--- config.mk ---
export PLATFORM = sky130hd
export DESIGN_NAME = vga_timing_gen
export DESIGN_NICKNAME = d
export VERILOG_FILES = /design/src/rtl/vga_timing_gen.sv
export SDC_FILE = /design/constraint.sdc
export NUM_CORES = 1
export LEC_CHECK = 0
export CAP_MARGIN = 5
export CORE_MARGIN = 2
export CORE_UTILIZATION = 45
export DETAILED_ROUTE_END_ITERATION = 8
export PLACE_DENSITY = 0.8
export SLEW_MARGIN = 20
export SYNTH_ARGS = -nofsm -noshare
export SYNTH_HDL_FRONTEND = slang
export SYNTH_SLANG_ARGS = --single-unit
--- constraint.sdc ---
create_clock -name Clk -period 2.1 [get_ports Clk]
set_clock_uncertainty 0.15 [all_clocks]
set_input_delay 0.315 -clock Clk [delete_from_list [all_inputs] [get_ports Clk]]
set_output_delay 0.315 -clock Clk [all_outputs]
set_load 0.05 [all_outputs]
--- src/rtl/vga_timing_gen.sv ---
// VGA raster timing generator: divide-by-2 pixel enable, h/v counters, sync decode
// and a one-pixel output register stage that drives the DAC pins.
module vga_timing_gen #(
  parameter int H_VISIBLE = 640,
  parameter int H_FRONT   = 16,
  parameter int H_SYNC    = 96,
  parameter int H_BACK    = 48,
  parameter int V_VISIBLE = 480,
  parameter int V_FRONT   = 10,
  parameter int V_SYNC    = 2,
  parameter int V_BACK    = 33
) (
  input  logic       Clk,
  input  logic       Reset_n,
  input  logic [7:0] Red,
  input  logic [7:0] Green,
  input  logic [7:0] Blue,
  output logic       VGA_Clk,
  output logic [9:0] DrawX,
  output logic [9:0] DrawY,
  output logic       blank,
  output logic       frame_clk,
  output logic       frame_start,
  output logic       VGA_HS,
  output logic       VGA_VS,
  output logic       VGA_BLANK_N,
  output logic [7:0] VGA_R,
  output logic [7:0] VGA_G,
  output logic [7:0] VGA_B
);

  localparam int H_TOTAL = H_VISIBLE + H_FRONT + H_SYNC + H_BACK;
  localparam int V_TOTAL = V_VISIBLE + V_FRONT + V_SYNC + V_BACK;

  localparam logic [9:0] H_LAST = 10'(H_TOTAL - 1);
  localparam logic [9:0] V_LAST = 10'(V_TOTAL - 1);
  localparam logic [9:0] H_VIS  = 10'(H_VISIBLE);
  localparam logic [9:0] V_VIS  = 10'(V_VISIBLE);
  localparam logic [9:0] HS_BEG = 10'(H_VISIBLE + H_FRONT);
  localparam logic [9:0] HS_END = 10'(H_VISIBLE + H_FRONT + H_SYNC);
  localparam logic [9:0] VS_BEG = 10'(V_VISIBLE + V_FRONT);
  localparam logic [9:0] VS_END = 10'(V_VISIBLE + V_FRONT + V_SYNC);

  logic       pe;
  logic [9:0] hc;
  logic [9:0] vc;
  logic       h_last;
  logic       v_last;
  logic       hs_raw;
  logic       vs_raw;

  // pixel enable: high on every other Clk, doubles as the pixel clock output
  always_ff @(posedge Clk or negedge Reset_n) begin
    if (!Reset_n) begin
      pe <= 1'b0;
    end else begin
      pe <= ~pe;
    end
  end

  assign VGA_Clk = pe;

  assign h_last = (hc == H_LAST);
  assign v_last = (vc == V_LAST);

  always_ff @(posedge Clk or negedge Reset_n) begin
    if (!Reset_n) begin
      hc <= '0;
      vc <= '0;
    end else if (pe) begin
      if (h_last) begin
        hc <= '0;
        if (v_last) begin
          vc <= '0;
        end else begin
          vc <= vc + 10'd1;
        end
      end else begin
        hc <= hc + 10'd1;
      end
    end
  end

  // cleared on the following (non-pe) edge, so it lasts exactly one Clk
  always_ff @(posedge Clk or negedge Reset_n) begin
    if (!Reset_n) begin
      frame_start <= 1'b0;
    end else begin
      frame_start <= pe & h_last & v_last;
    end
  end

  assign DrawX  = hc;
  assign DrawY  = vc;
  assign blank  = (hc < H_VIS) && (vc < V_VIS);
  assign hs_raw = !((hc >= HS_BEG) && (hc < HS_END));
  assign vs_raw = !((vc >= VS_BEG) && (vc < VS_END));

  // output stage: sync, enable and colour stay mutually aligned, one pixel late
  always_ff @(posedge Clk or negedge Reset_n) begin
    if (!Reset_n) begin
      VGA_HS      <= 1'b1;
      VGA_VS      <= 1'b1;
      VGA_BLANK_N <= 1'b0;
      VGA_R       <= '0;
      VGA_G       <= '0;
      VGA_B       <= '0;
    end else if (pe) begin
      VGA_HS      <= hs_raw;
      VGA_VS      <= vs_raw;
      VGA_BLANK_N <= blank;
      VGA_R       <= blank ? Red   : 8'h00;
      VGA_G       <= blank ? Green : 8'h00;
      VGA_B       <= blank ? Blue  : 8'h00;
    end
  end

  assign frame_clk = VGA_VS;

endmodule

==> results.toml <==
[status]
status = "finished, final reports clean"

[worst_setup_path]
rr_worst_depth = 5
r2r_slack_ns = 0.22
startpoint = "DrawY[5]$_DFFE_PN0P_"
critical_path.endpoint = "blank"
cp_max_fo = 5
arrival_ns = 1.57
criticalPathCategory = "reg -> out"
worstSetupStartpointType = "register"
rr_endpoint = "DrawY[3]$_DFFE_PN0P_"
rr_startpoint = "DrawX[0]$_DFFE_PN0P_"
crit_required_ns = 1.63
worst_setup_path_end_kind = "output pin"

[global_routing]
grt_busiest_layer = "met2"
grt_max_degree = 36
antenna_found_initial = 0
overflow = 0
grt_use_met1_pct = 26.16
grt_util_met2_pct = 34.72
grt_pass1_vias = 1751
grt_pass1_wl_um = 8521
use_met3_pct = 4.201
grt.total_usage_pct = 20.36

[pwr]
power_density_mw_per_mm2 = 543.9
ir_worst_vdd_mv = 0.4412
leakagePower_nw = 1.389

[placed_design]
dpl_cell_area_mm2 = 0.003045
gp_congestion = 0.8047
port-buffer-count = 76
hpwlAfterDp_um = 3733

[finish]
syn2layout_area_growth_pct = 43.28
n_antenna_cell = 0
utilization_pct = 67.26
fillers = 373
drive_gt1_share_pct = 15.73
stdcell_area_mm2 = 0.003177
final_nets = 315

[drt]
vias = 1803
final_antenna_net_count = 0
viasPerCell = 5.108
wl_per_cell_um = 14.85
drc_errors = 0
drt-total-wl_um = 5241
drt-pass1-iter-count = 4
drtIter0Drc = 138

[logic_synthesis]
synth_cells = 205
synth_compound_area_share_pct = 14.00
synthSimpleGateAreaFrac_pct = 19.02
synth_mux_area_share_pct = 0.9029
ys_seq_area_share_pct = 55.42
synth.cell_area_mm2 = 0.002217
syn_avg_cell_area_um2 = 10.82
yosys_warnings = 0
synth_edf_count = 0
synthAdderAreaFrac_pct = 2.257
synthDistinctLibCells = 41
ys_async_sr_fraction_pct = 100.0
synth_nets = 235
synth_flop_cell = "dfrtp_1"
synth_top_family_by_area = "simple AND/OR/NAND/NOR gates"
synth-xor-area-share_pct = 3.950
yosys_register_bits = 49

[floorplanning]
die_y_um = 74.19
die_area_mm2 = 0.005504
io_pins = 77
initial_utilization_pct = 46.94
dieWidth_um = 74.19
std_cell_rows = 25
core_area_mm2 = 0.004723

[timing]
finalHoldViolations = 0
drv_slew = 0
fin_setup_tns_ns = 0
whs_ns = 0.3348
period_share_pct = 97.11
setup_viol = 0
rsz0062_at_grt = "no"
fin_crit_ns = 2.039
slew_headroom_pct = 65.13
tightest_slew_ns = 0.5214
max_freq_mhz = 490.4

[cts]
cts_tree = "yes"
clkTransAtPathRegs_ns = 0.08
clock_path_buffers = 2
clock_sink_count = 49
htreeDepth = 2
cts_buffers = 5
clock_tree.root_cell = "clkbuf_8"
clk_latency_ns = 0.29

[run]
drv_cap = 0

[worst_hold_path]
worst_hold_path_type = "in -> async"
[cell families (layout without fill, tap and decap cells)]
group	count (synthesis)	count (layout)
buffers and inverters	20	101
AND/OR/NAND/NOR	80	80
multiplexers	2	2
AO/OA/AOI/OAI	40	40
XOR/XNOR	10	10
flip-flops	49	49
adder cells (fa/ha/maj)	4	4
[final cells by class]
class | instances | area, um^2 | area share, %
Clock buffer | 8 | 80.08 | 2.521
Tap cell | 67 | 83.83 | 2.639
Multi-Input combinational cell | 136 | 898.4 | 28.28
Sequential cell | 49 | 1240 | 39.03
Inverter | 8 | 33.78 | 1.063
Timing Repair Buffer | 85 | 840.8 | 26.47
[power by group]
group	total [mW]	internal (mW)	switching (mW)
clock	0.522	0.237	0.285
sequential	0.979	0.966	0.0126
combinational	0.227	0.0932	0.133
[cells in the mapped netlist, types with 2 or more instances]
cell,number,area [um^2]
a21oi_1,3,15.01
and4_1,2,17.52
o2bb2ai_1,24,210.2
buf_1,2,7.510
nor3_1,2,10.01
buf_2,4,20.02
and2_1,2,12.51
nand3_1,10,50.05
nand2_1,35,131.4
xnor2_1,7,61.31
nand4_1,4,25.02
xor2_1,3,26.28
nor2_1,8,30.03
dfstp_2,2,52.55
inv_1,7,26.28
mux2i_1,2,20.02
ha_1,4,50.05
o21ai_0,7,35.03
and3_1,6,37.54
buf_6,2,22.52
dfrtp_1,47,1176
clkbuf_1,3,11.26
[registers in the layout, summed over array words and instances, names as in the netlist]
signal / cells
VGA_B: 8
VGA_R: 8
DrawY: 10
VGA_HS: 1
frame_start: 1
VGA_G: 8
VGA_BLANK_N: 1
DrawX: 10
VGA_VS: 1
VGA_Clk: 1
[metrics by stage]
step	setup slack (ns)	std cells	power, mW
2_1_floorplan	0.02096	205	1.101
3_3_place_gp	0.2716	341	1.222
3_5_place_dp	0.2326	341	1.226
4_1_cts	0.01243	352	1.752
5_1_grt	0.009056	353	1.818
6_report	0.06071	353	1.728
[layout by cell type (no fill, tap or decap), types with 2 or more instances in the layout]
cell type	n
clkdlybuf4s50_1	60
dfrtp_1	38
nand2_1	35
o2bb2ai_1	24
buf_4	17
nand3_1	10
dfrtp_2	9
nor2_1	8
xnor2_1	7
inv_1	6
and3_1	6
o21ai_0	6
clkbuf_8	5
nand4_1	4
ha_1	4
xor2_1	3
a21oi_1	3
clkbuf_1	3
dlymetal6s2s_1	3
buf_12	3
dfstp_2	2
nor3_1	2
and2_1	2
mux2i_1	2
[how the worst min path moves through the flow]
stage                       start                   end  slack (ns)  cells after the start
after floorplan           Reset_n  DrawX[0]$_DFFE_PN0P_       -0.13                      0
after global placement    Reset_n  VGA_G[1]$_DFFE_PN0P_        0.12                      1
after detailed placement  Reset_n  VGA_G[1]$_DFFE_PN0P_        0.12                      1
after CTS                 Reset_n  DrawX[3]$_DFFE_PN0P_        0.34                      2
after global routing      Reset_n  DrawX[3]$_DFFE_PN0P_        0.34                      2
final                     Reset_n  DrawX[3]$_DFFE_PN0P_        0.33                      2
[routing by layer]
metal	vias to the layer above	routed length (um)
met4	0	61
li1	883	-
met2	38	2705
met1	878	2273
met5	-	0
met3	4	201
[what timing repair did]
item / in CTS / in global routing
pin swaps: 0 / 0
resized for setup: 2 / 8
gates cloned: 0 / 0
hold buffers: 1 / 0
hold endpoints to repair: 16 / 0
setup buffers: 2 / 1
endpoints found under the setup margin: 1 / 5
[critical path, cell delays in order, from the launching register on]
cell	delay, ns
dfrtp_2	0.45
and4_4	0.22
or3b_4	0.39
clkinvlp_4	0.09
buf_12	0.13
(Power assumes the default switching activity.)
